File: src/rtl/jump_target_unit_pkg.sv
// Shared definitions for the jump/branch target unit.
//   kind_e      : request kind encoding carried on in_kind
//   INSTR_BYTES : sequential PC increment / link offset
//   sext64      : sign-extends the low 'width' bits of raw to 64 bits
package jtu_pkg;

    typedef enum logic [1:0] {
        KIND_SEQ    = 2'd0,
        KIND_JAL    = 2'd1,
        KIND_JALR   = 2'd2,
        KIND_BRANCH = 2'd3
    } kind_e;

    localparam int unsigned INSTR_BYTES = 4;

    // Left-justify the field, then arithmetic-shift it back down so the
    // field's top bit fills the upper bits. Valid for 1 <= width <= 64.
    function automatic logic [63:0] sext64(input logic [63:0] raw, input int unsigned width);
        int unsigned sh;
        sh = 64 - width;
        return 64'($signed(raw << sh) >>> sh);
    endfunction

endpackage

File: src/rtl/jump_target_unit_if.sv
// Request/result bundle between the decode/execute side and the jump target
// unit.
//   master : requester/consumer (drives request fields and out_ready)
//   slave  : jump_target_unit (drives in_ready, results and RAS prediction)
interface jump_target_unit_if #(
    parameter int unsigned XLEN      = 32,
    parameter int unsigned IMM_W     = 21,
    parameter int unsigned RAS_DEPTH = 8
);
    logic                           in_valid;
    logic                           in_ready;
    logic [1:0]                     in_kind;
    logic                           br_taken;
    logic [XLEN-1:0]                pc;
    logic [XLEN-1:0]                rs1_val;
    logic [IMM_W-1:0]               imm;
    logic                           rd_is_link;
    logic                           rs1_is_link;
    logic                           out_valid;
    logic                           out_ready;
    logic [XLEN-1:0]                target;
    logic [XLEN-1:0]                link_addr;
    logic                           misaligned;
    logic [XLEN-1:0]                pred_target;
    logic                           pred_valid;
    logic [$clog2(RAS_DEPTH):0]     ras_count;

    modport master (
        output in_valid, in_kind, br_taken, pc, rs1_val, imm,
               rd_is_link, rs1_is_link, out_ready,
        input  in_ready, out_valid, target, link_addr, misaligned,
               pred_target, pred_valid, ras_count
    );

    modport slave (
        input  in_valid, in_kind, br_taken, pc, rs1_val, imm,
               rd_is_link, rs1_is_link, out_ready,
        output in_ready, out_valid, target, link_addr, misaligned,
               pred_target, pred_valid, ras_count
    );
endinterface

File: src/rtl/jump_target_unit_ras_stack.sv
// Circular return-address stack.
//   clk, rst_n : clock, asynchronous active-low reset
//   push, pop  : stack operations; both together replace the top entry
//   push_data  : value written on push
//   top        : top-of-stack value, 0 when empty
//   count      : entries held, saturating at RAS_DEPTH
//   empty      : count == 0
module ras_stack #(
    parameter int unsigned XLEN      = 32,
    parameter int unsigned RAS_DEPTH = 8
) (
    input  logic                         clk,
    input  logic                         rst_n,
    input  logic                         push,
    input  logic                         pop,
    input  logic [XLEN-1:0]              push_data,
    output logic [XLEN-1:0]              top,
    output logic [$clog2(RAS_DEPTH):0]   count,
    output logic                         empty
);
    localparam int unsigned PW = $clog2(RAS_DEPTH);
    localparam int unsigned CW = PW + 1;

    logic [XLEN-1:0] mem [RAS_DEPTH];
    logic [PW-1:0]   ptr;       // next free slot; top lives at ptr-1
    logic [PW-1:0]   top_idx;
    logic            replace;

    assign top_idx = ptr - PW'(1);
    assign empty   = (count == '0);
    assign top     = empty ? '0 : mem[top_idx];
    // pop+push on a non-empty stack rewrites the top in place
    assign replace = push && pop && !empty;

    always_ff @(posedge clk or negedge rst_n) begin
        if (!rst_n) begin
            ptr   <= '0;
            count <= '0;
        end else if (replace) begin
            ptr   <= ptr;
        end else if (push) begin
            // when full, the write lands on the oldest entry
            ptr <= ptr + PW'(1);
            if (count != CW'(RAS_DEPTH))
                count <= count + CW'(1);
        end else if (pop && !empty) begin
            ptr   <= top_idx;
            count <= count - CW'(1);
        end
    end

    always_ff @(posedge clk) begin
        if (push)
            mem[replace ? top_idx : ptr] <= push_data;
    end

endmodule

File: src/rtl/jump_target_unit.sv
// Jump/branch target unit: resolves next PC for SEQ/JAL/JALR/BRANCH,
// produces the link address and a misalignment flag, registered behind a
// valid/ready handshake. Optional return-address stack predicts JALR
// returns when JTU_RAS_EN is defined; otherwise the prediction outputs are 0.
//   clk, rst_n : clock, asynchronous active-low reset
//   bus        : jump_target_unit_if slave (request, result, prediction)
module jump_target_unit
    import jtu_pkg::*;
#(
    parameter int unsigned XLEN      = 32,
    parameter int unsigned IMM_W     = 21,
    parameter int unsigned RAS_DEPTH = 8
) (
    input  logic                clk,
    input  logic                rst_n,
    jump_target_unit_if.slave   bus
);
    kind_e           kind;
    logic            accept;
    logic            out_valid_q;
    logic [XLEN-1:0] target_q;
    logic [XLEN-1:0] link_q;
    logic            mis_q;
    logic [XLEN-1:0] simm;
    logic [XLEN-1:0] pc_plus4;
    logic [XLEN-1:0] pc_plus_imm;
    logic [XLEN-1:0] jalr_sum;
    logic [XLEN-1:0] nxt;

    assign kind         = kind_e'(bus.in_kind);
    assign bus.in_ready = !out_valid_q || bus.out_ready;
    assign accept       = bus.in_valid && bus.in_ready;

    always_comb begin
        simm        = XLEN'(sext64(64'(bus.imm), IMM_W));
        pc_plus4    = bus.pc + XLEN'(INSTR_BYTES);
        pc_plus_imm = bus.pc + simm;
        jalr_sum    = bus.rs1_val + simm;
        nxt         = pc_plus4;
        unique case (kind)
            KIND_SEQ:    nxt = pc_plus4;
            KIND_JAL:    nxt = pc_plus_imm;
            KIND_JALR:   nxt = jalr_sum & ~XLEN'(1);
            KIND_BRANCH: nxt = bus.br_taken ? pc_plus_imm : pc_plus4;
            default:     nxt = pc_plus4;
        endcase
    end

    always_ff @(posedge clk or negedge rst_n) begin
        if (!rst_n) begin
            out_valid_q <= 1'b0;
            target_q    <= '0;
            link_q      <= '0;
            mis_q       <= 1'b0;
        end else if (accept) begin
            out_valid_q <= 1'b1;
            target_q    <= nxt;
            link_q      <= pc_plus4;
            mis_q       <= nxt[1];
        end else if (bus.out_ready) begin
            out_valid_q <= 1'b0;
        end
    end

    assign bus.out_valid  = out_valid_q;
    assign bus.target     = target_q;
    assign bus.link_addr  = link_q;
    assign bus.misaligned = mis_q;

`ifdef JTU_RAS_EN
    logic ras_push;
    logic ras_pop;
    logic ras_empty;

    // pop+push together (JALR x1/x5 -> x1/x5) replaces the top in ras_stack
    assign ras_push = accept && (kind == KIND_JAL || kind == KIND_JALR) && bus.rd_is_link;
    assign ras_pop  = accept && (kind == KIND_JALR) && bus.rs1_is_link;

    ras_stack #(
        .XLEN      (XLEN),
        .RAS_DEPTH (RAS_DEPTH)
    ) u_ras (
        .clk       (clk),
        .rst_n     (rst_n),
        .push      (ras_push),
        .pop       (ras_pop),
        .push_data (pc_plus4),
        .top       (bus.pred_target),
        .count     (bus.ras_count),
        .empty     (ras_empty)
    );

    assign bus.pred_valid = !ras_empty;
`else
    logic unused_ras_links;

    assign unused_ras_links = ^{bus.rd_is_link, bus.rs1_is_link};
    assign bus.pred_target  = '0;
    assign bus.pred_valid   = 1'b0;
    assign bus.ras_count    = '0;
`endif

endmodule

File: src/flat_wrapper.sv
// flat-port wrapper written by rule: the top's interface ports become plain ports
module jump_target_unit_flat import jtu_pkg::*;
#(
    parameter int unsigned XLEN      = 32,
    parameter int unsigned IMM_W     = 21,
    parameter int unsigned RAS_DEPTH = 8
)
  (clk, rst_n, bus_in_valid, bus_in_kind, bus_br_taken, bus_pc, bus_rs1_val, bus_imm, bus_rd_is_link, bus_rs1_is_link, bus_out_ready, bus_in_ready, bus_out_valid, bus_target, bus_link_addr, bus_misaligned, bus_pred_target, bus_pred_valid, bus_ras_count);
  jump_target_unit_if #(.XLEN(XLEN), .IMM_W(IMM_W), .RAS_DEPTH(RAS_DEPTH)) bus_i ();
  input  logic clk;
  input  logic rst_n;
  input wire logic [$bits(bus_i.in_valid)-1:0] bus_in_valid;
  input wire logic [$bits(bus_i.in_kind)-1:0] bus_in_kind;
  input wire logic [$bits(bus_i.br_taken)-1:0] bus_br_taken;
  input wire logic [$bits(bus_i.pc)-1:0] bus_pc;
  input wire logic [$bits(bus_i.rs1_val)-1:0] bus_rs1_val;
  input wire logic [$bits(bus_i.imm)-1:0] bus_imm;
  input wire logic [$bits(bus_i.rd_is_link)-1:0] bus_rd_is_link;
  input wire logic [$bits(bus_i.rs1_is_link)-1:0] bus_rs1_is_link;
  input wire logic [$bits(bus_i.out_ready)-1:0] bus_out_ready;
  output wire logic [$bits(bus_i.in_ready)-1:0] bus_in_ready;
  output wire logic [$bits(bus_i.out_valid)-1:0] bus_out_valid;
  output wire logic [$bits(bus_i.target)-1:0] bus_target;
  output wire logic [$bits(bus_i.link_addr)-1:0] bus_link_addr;
  output wire logic [$bits(bus_i.misaligned)-1:0] bus_misaligned;
  output wire logic [$bits(bus_i.pred_target)-1:0] bus_pred_target;
  output wire logic [$bits(bus_i.pred_valid)-1:0] bus_pred_valid;
  output wire logic [$bits(bus_i.ras_count)-1:0] bus_ras_count;
  assign bus_i.in_valid = bus_in_valid;
  assign bus_i.in_kind = bus_in_kind;
  assign bus_i.br_taken = bus_br_taken;
  assign bus_i.pc = bus_pc;
  assign bus_i.rs1_val = bus_rs1_val;
  assign bus_i.imm = bus_imm;
  assign bus_i.rd_is_link = bus_rd_is_link;
  assign bus_i.rs1_is_link = bus_rs1_is_link;
  assign bus_i.out_ready = bus_out_ready;
  assign bus_in_ready = bus_i.in_ready;
  assign bus_out_valid = bus_i.out_valid;
  assign bus_target = bus_i.target;
  assign bus_link_addr = bus_i.link_addr;
  assign bus_misaligned = bus_i.misaligned;
  assign bus_pred_target = bus_i.pred_target;
  assign bus_pred_valid = bus_i.pred_valid;
  assign bus_ras_count = bus_i.ras_count;
  jump_target_unit #(.XLEN(XLEN), .IMM_W(IMM_W), .RAS_DEPTH(RAS_DEPTH)) u_core (.clk(clk), .rst_n(rst_n), .bus(bus_i));
endmodule
File: config.mk
export PLATFORM = sky130hd
export DESIGN_NAME = jump_target_unit_flat
export DESIGN_NICKNAME = d
export VERILOG_FILES = /design/src/rtl/jump_target_unit_pkg.sv /design/src/rtl/jump_target_unit_if.sv /design/src/rtl/jump_target_unit_ras_stack.sv /design/src/rtl/jump_target_unit.sv /design/src/flat_wrapper.sv
export SDC_FILE = /design/constraint.sdc
export NUM_CORES = 1
export LEC_CHECK = 0
export BUFFER_PORTS_ARGS = -buffer_cell sky130_fd_sc_hd__buf_2
export CAP_MARGIN = 20
export CORE_AREA = 2 2 111 123
export DETAILED_ROUTE_END_ITERATION = 8
export DIE_AREA = 0 0 113 125
export GPL_TIMING_DRIVEN = 0
export MAX_ROUTING_LAYER = met4
export PLACE_DENSITY = 0.95
export SLEW_MARGIN = 10
export SYNTH_ARGS = -nofsm -noshare
export SYNTH_HDL_FRONTEND = slang
export SYNTH_SLANG_ARGS = --single-unit
File: constraint.sdc
create_clock -name clk -period 5.2 [get_ports clk]
set_clock_uncertainty 0.15 [all_clocks]
set_input_delay 0.26 -clock clk [delete_from_list [all_inputs] [get_ports clk]]
set_output_delay 0.26 -clock clk [all_outputs]
set_load 0.005 [all_outputs]
==> flow_metrics.py, run 1 <==
metrics = {
    "run_status": {
        "status": "finished, violations left",
        "violations": "DRC, hold timing",
    },
    "cts": {
        "cts_resized": 0,
        "clkSinkCount": 65,
        "clkTransAtPathRegs_ps": 60,
        "clock_latency_ps": 350,
        "clockBufferDepth": 2,
        "cts_tree": "built",
        "htree_levels": 3,
        "cts_setup_buffers": 0,
        "root_buffer": "clkbuf_16",
        "cts_made_buffers": 9,
        "cts_hold_buf": 1,
    },
    "grt": {
        "grt_pass1_wl_um": 38670,
        "grt.overflow.total": 0,
        "grt_util_all_layers_pct": 35.82,
        "grt_pass1_vias": 7304,
        "grt_max_degree": 66,
        "antenna_found_initial": 1,
    },
    "finish": {
        "nets": 1280,
        "drive_above_1_share_pct": 21.38,
        "syn2layout_area_growth_pct": 20.45,
        "multiInputGateArea_um2": 5096,
        "final.fill_count": 1190,
        "seqCellArea_um2": 1627,
    },
    "logic_synthesis": {
        "synth_cells": 916,
        "yosysWarnings": 0,
        "ys_seq_area_share_pct": 22.96,
        "synth-seq-cells": 65,
        "synth_edf_count": 0,
        "yosys.cell_types.count": 75,
        "syn_area_um2": 7084,
        "synthFlopType": "dfrtp_1",
        "synthArstFlopShare_pct": 100.0,
        "syn_avg_cell_area_um2": 7.734,
    },
    "floorplan": {
        "fp.dieArea_um2": 14130,
        "initial_core_util_pct": 54.53,
        "core_area_um2": 12990,
        "die_w_um": 113,
        "dieHeight_um": 125,
        "ios": 198,
        "rows": 44,
    },
    "placed_design": {
        "dp.final_hpwl_um": 19960,
        "portBuffers": 158,
        "gp_congestion": 0.9760,
    },
    "critical_path": {
        "regToRegSetupSlack_ps": 2670,
        "path_buf_inv": 2,
        "critPathMaxStageDelay_ps": 400,
        "cp.required_ps": 5260,
        "cp_slowest_cell": "fa_1",
        "r2r_end": "u_core.bus.target[29]",
        "cp_max_fo": 6,
        "r2r_start": "u_core.bus.out_valid",
        "rr_worst_depth": 8,
        "endpoint_kind": "register",
        "start_kind": "input pin",
        "critical_path.top_delay_family": "compound AO/OA/AOI/OAI gates",
        "arrival_ps": 3190,
        "crit_chain": "buf_2 -> ha_1 -> inv_1 -> fa_1 -> nand2b_1 -> a21oi_1 -> o221ai_2 -> o21ai_2 -> a21boi_0 -> o21ai_0 -> mux2i_1 -> a31oi_1",
        "critPathKind": "input pin to register",
    },
    "timing": {
        "worst_pin_slew_ps": 1071,
        "finalHoldViolCount": 1,
        "drv_slew": 0,
        "max_slew_margin_pct": 28.31,
        "rsz0062_at_grt": "no",
        "setup_viol": 0,
        "period_needed_ps": 3124,
        "fmax_ghz": 0.3201,
        "hold-worst-slack_ps": -0.3103,
        "setup_tns_ps": 0,
        "min_period_over_period_pct": 60.08,
    },
    "route": {
        "wl_um": 24850,
        "routed_via_density": 6.100,
        "num_vias": 7863,
        "drt-initial-drc-count": 851,
        "wl_per_cell_um": 19.28,
        "firstDrtPassIters": 7,
        "postRouteAntennaNets": 0,
        "post-route-drc-count": 14,
    },
    "flow_run": {
        "cap_viol_max_count": 0,
    },
    "min_path": {
        "min_to": "u_core.bus.out_valid",
        "min-delay-start": "bus_in_valid",
        "hold-path-cell-count": 2,
        "hold_path.class": "input pin to register",
    },
    "power_and_ir_drop": {
        "peakVddDrop_mv": 0.1744,
        "power.density_nw_per_um2": 253.5,
        "p_leak_nw": 3.970,
    },
}
==> per-layer routing <==
layer | part of all wire (%) | global-route usage, % | up-vias | wire length, um
li1 | - | - | 3712 | -
met2 | 44 | 54.24 | 467 | 10930
met1 | 41 | 48.44 | 3626 | 10300
met3 | 12 | 6.108 | 58 | 2875
met4 | 3.0 | 12.70 | 0 | 735
met5 | 0 | - | - | 0
==> layout by cell type (no fill, tap or decap), types with 28 or more instances in the layout <==
cell	Yosys	routed
clkbuf_1	29	29
ha_1	62	62
o21ai_0	85	85
conb_1	1	37
buf_2	7	164
xnor2_1	45	45
dfrtp_1	65	65
a21oi_1	71	71
nor2_1	73	73
nand3_1	28	28
buf_4	38	39
nand2_1	118	118
==> synthesized netlist by cell type, drive strengths merged (6+ instances only) <==
master	number	share of area [%]
a211oi	13	1.4
a21o	16	1.7
a21oi	71	5.0
a221oi	6	0.83
a31oi	13	1.1
and3	11	0.97
buf	49	4.7
clkbuf	29	1.5
dfrtp	65	23
ha	62	11
inv	14	0.74
mux2i	8	1.1
nand2	118	6.3
nand2b	12	1.1
nand3	28	2.0
nand4	17	1.5
nor2	73	3.9
nor2b	6	0.53
nor3	12	0.85
o211ai	14	1.5
o21a	12	1.3
o21ai	87	6.2
o22ai	13	1.1
o31ai	8	1.1
or3	8	0.71
xnor2	45	5.6
xor2	26	3.2
==> worst max path at each step <==
stage	endpoint	slack, ps	from	cells past startpoint
final	u_core.bus.target[28]	2080	bus_pc[0]	12
after floorplan	u_core.bus.target[29]	2400	bus_imm[10]	9
after global routing	u_core.bus.target[31]	1940	bus_imm[20]	11
after global placement	u_core.bus.target[28]	1830	bus_pc[0]	12
after detailed placement	u_core.bus.target[28]	1830	bus_pc[0]	12
after CTS	u_core.bus.target[28]	2180	bus_pc[0]	12
==> registers in the layout, summed over array words and instances (netlist names) <==
signal,cells
u_core.bus.out_valid,1
u_core.bus.target,32
u_core.bus.link_addr,32
==> worst register-to-register path, delay by kind of cell, from the launching register on <==
kind | cells | cell delay (ps)
simple gates | 4 | 840
flops | 1 | 380
buf+inv | 1 | 470
compound gates | 3 | 610
==> cells by family after synthesis <==
| group | Yosys count | synth area share, % |
|---|---|---|
| fa+ha+maj | 64 | 11.52 |
| flops | 65 | 22.96 |
| simple gates | 318 | 21.42 |
| mux | 10 | 1.448 |
| buf+inv | 92 | 7.011 |
| xor+xnor | 71 | 8.778 |
| compound gates | 295 | 26.81 |
| other cells | 1 | 0.05293 |
==> power breakdown <==
| part | internal [W] | total (W) | switching (W) |
|---|---|---|---|
| logic | 0.000361 | 0.000879 | 0.000518 |
| registers | 0.000592 | 0.000651 | 0.0000585 |
| clock network | 0.000385 | 0.000634 | 0.000249 |
| total | 0.00134 | 0.00216 | 0.000825 |
==> area by class of cell <==
type / instances / area share, %
multi-input combinational: 795 / 59.72
tap: 161 / 2.361
sequential: 65 / 19.06
timing repair buffer: 159 / 9.413
clock buffer: 10 / 2.801
buffer: 78 / 5.205
antenna: 1 / 0.02933
clock inverter: 6 / 0.7918
inverter: 14 / 0.6158
==> per-stage QoR <==
step	utilization [%]	worst slack (ps)	instance area, um2	power (W)	instances
floorplan	-	2404	7219	0.001181	952
global placement	63.20	1831	8212	0.001490	1271
detailed placement	63.22	1835	8214	0.001505	1271
CTS	65.66	2179	8531	0.002128	1288
global route	65.68	1943	8533	0.002267	1289
finish	65.68	2076	8533	0.002164	1289
(Power assumes the default switching activity.)
==> run 2, diff against run 1 <==
--- a/config.mk
+++ b/config.mk
@@ -7,12 +7,12 @@
 export LEC_CHECK = 0
 export BUFFER_PORTS_ARGS = -buffer_cell sky130_fd_sc_hd__buf_2
 export CAP_MARGIN = 20
-export CORE_AREA = 2 2 111 123
+export CORE_AREA = 2 2 118 132
 export DETAILED_ROUTE_END_ITERATION = 8
-export DIE_AREA = 0 0 113 125
+export DIE_AREA = 0 0 120 134
 export GPL_TIMING_DRIVEN = 0
 export MAX_ROUTING_LAYER = met4
-export PLACE_DENSITY = 0.95
+export PLACE_DENSITY = 0.88
 export SLEW_MARGIN = 10
 export SYNTH_ARGS = -nofsm -noshare
 export SYNTH_HDL_FRONTEND = slang
==> constraint.sdc (replaced) <==
create_clock -name clk -period 2.7 [get_ports clk]
set_clock_uncertainty 0.15 [all_clocks]
set_input_delay 0.135 -clock clk [delete_from_list [all_inputs] [get_ports clk]]
set_output_delay 0.135 -clock clk [all_outputs]
set_load 0.005 [all_outputs]
==> run 2 against run 1 <==
Clock power rose by 88%. Via count is 0.23% lower. Sequential power rose by 92%. Total power grew 92%. Sequential share of layout area fell by 0.42 points. Register-to-register slack got worse by 2500 ps. The flow now finishes without violations. Critical endpoint is now u_core.bus.target[18].
==> flow_metrics.py, run 2 (synthesis results as in run 1) <==
metrics = {
    "power_and_ir_drop": {
        "p_switching_w": 0.001577,
        "p_sw_share_pct": 37.93,
        "p_comb_share_pct": 41.2,
        "p_leak_nw": 4.018,
        "peakVddDrop_mv": 0.2643,
        "p_total_w": 0.004157,
        "p_clk_share_pct": 28.7,
        "sequentialPowerShare_pct": 30.1,
        "power.density_nw_per_um2": 476.4,
        "internal_power_w": 0.002580,
    },
    "timing": {
        "fin_ws_ps": 92.51,
        "rsz0062_at_grt": "yes",
        "fmax_ghz": 0.3835,
        "hold-worst-slack_ps": 23.18,
        "min_period_over_period_pct": 96.57,
        "finalHoldViolCount": 0,
        "worst_pin_slew_ps": 1041,
        "period_needed_ps": 2607,
        "max_slew_margin_pct": 30.31,
        "setup_viol": 0,
        "setup_tns_ps": 0,
        "drv_slew": 0,
    },
    "route": {
        "routed_via_density": 5.876,
        "wl_um": 24640,
        "wl_per_cell_um": 18.46,
        "drt-initial-drc-count": 770,
        "post-route-drc-count": 0,
        "postRouteAntennaNets": 0,
        "firstDrtPassIters": 5,
        "num_vias": 7845,
    },
    "finish": {
        "final_common_cell": "buf_2",
        "fin_cells": 1335,
        "nets": 1289,
        "layout_common_cells": "163 x buf_2, 118 x nand2_1, 84 x o21ai_0",
        "drive_above_1_share_pct": 22.45,
        "syn2layout_area_growth_pct": 23.17,
        "final.fill_count": 1384,
    },
    "critical_path": {
        "cp_slowest_cell": "fa_1",
        "cp-endpoint": "u_core.bus.target[18]",
        "cp.required_ps": 2770,
        "critPathKind": "input pin to register",
        "rr_worst_depth": 8,
        "r2r_start": "u_core.bus.out_valid",
        "endpoint_kind": "register",
        "crit_path_start": "bus_imm[0]",
        "cp_max_fo": 6,
        "crit_chain": "buf_2 -> ha_1 -> inv_1 -> fa_1 -> nand2b_1 -> a21oi_2 -> o221ai_2 -> o21ai_4 -> buf_4 -> a41oi_2 -> a311o_1 -> o31a_1",
        "critPathMaxStageDelay_ps": 390,
        "arrival_ps": 2680,
        "regToRegSetupSlack_ps": 140,
        "start_kind": "input pin",
        "r2r_end": "u_core.bus.target[29]",
    },
    "cts": {
        "clockBufferDepth": 2,
        "htree_levels": 3,
        "cts_tree": "built",
        "cts_made_buffers": 9,
        "root_buffer": "clkbuf_16",
        "clock_latency_ps": 340,
        "clkSinkCount": 65,
        "clkTransAtPathRegs_ps": 60,
    },
    "placed_design": {
        "dp.final_hpwl_um": 19800,
        "dp.cells": 1306,
        "gp_congestion": 0.9685,
        "portBuffers": 158,
        "pre_cts_ws_ps": -472.0,
    },
    "run_status": {
        "status": "finished clean",
    },
    "grt": {
        "grt_pass1_wl_um": 36930,
        "grtUsageMet2_pct": 47.85,
        "grtUsageMet3_pct": 4.464,
        "grt_pass1_vias": 7025,
        "grtUsageMet1_pct": 39.17,
        "grt_max_degree": 66,
        "top_usage_layer": "met2",
        "grt.overflow.total": 0,
        "antenna_found_initial": 3,
        "grt_util_all_layers_pct": 30.31,
    },
    "min_path": {
        "hold_path.class": "input pin to register",
        "min-delay-start": "bus_pc[1]",
    },
    "floorplan": {
        "initial_core_util_pct": 48.00,
        "die_w_um": 120,
        "core_area_um2": 14760,
        "rows": 47,
        "fp.dieArea_um2": 16080,
        "ios": 198,
        "dieHeight_um": 134,
    },
    "flow_run": {
        "cap_viol_max_count": 0,
    },
}
==> run 2: routing by layer <==
layer | wire length (um) | vias to the layer above
met3 | 2548 | 84
met4 | 934 | 0
met5 | 0 | -
li1 | - | 3741
met1 | 9977 | 3592
met2 | 11180 | 428
==> run 2: area by class of cell <==
cell class                      count  area (um2)  area share, %
Timing Repair Buffer              169       897.1          10.28
Multi-Input combinational cell    795        5154          59.06
Inverter                           14       52.55         0.6022
Clock buffer                        9       225.2          2.581
Clock inverter                      7       77.57         0.8890
Sequential cell                    65        1627          18.64
Buffer                             77       440.4          5.047
Tap cell                          196       245.2          2.810
Antenna cell                        3       7.507        0.08603
==> run 2: critical path: cells and delay by family <==
kind | cells | cell delay, ps
adders and majority gates | 2 | 600
and+or+nand+nor | 1 | 190
AOI/OAI and AO/OA | 6 | 1410
buffers and inverters | 3 | 340
==> run 2: timing repair <==
item                       CTS  global route
hold buffers                 6             0
buffers inserted             1             4
pin swaps                    1             4
resized for setup            2            13
hold endpoints to repair    70             0
setup endpoints to repair    5             9
==> run 2: worst min path at each step <==
stage,end,slack [ps],depth (start not counted)
global route,u_core.bus.link_addr[1],50,3
floorplan,u_core.bus.link_addr[0],-310,0
detailed placement,u_core.bus.link_addr[0],130,1
CTS,u_core.bus.link_addr[1],6,3
global placement,u_core.bus.out_valid,200,2
finish,u_core.bus.link_addr[1],20,3
==> run 2: power by group through the flow <==
stage / combinational, W / clock, W / sequential [W]
2_1_floorplan: 0.00102 / 0 / 0.00126
3_3_place_gp: 0.00161 / 0 / 0.00126
3_5_place_dp: 0.00163 / 0 / 0.00126
4_1_cts: 0.00165 / 0.00120 / 0.00124
5_1_grt: 0.00187 / 0.00123 / 0.00126
6_report: 0.00171 / 0.00119 / 0.00125
==> run 2: metrics by stage <==
| step | instance area, um2 | util [%] |
|---|---|---|
| CTS | 8638 | 58.52 |
| global route | 8726 | 59.12 |
| floorplan | 7219 | - |
| finish | 8726 | 59.12 |
| detailed placement | 8258 | 55.95 |
| global placement | 8255 | 55.93 |
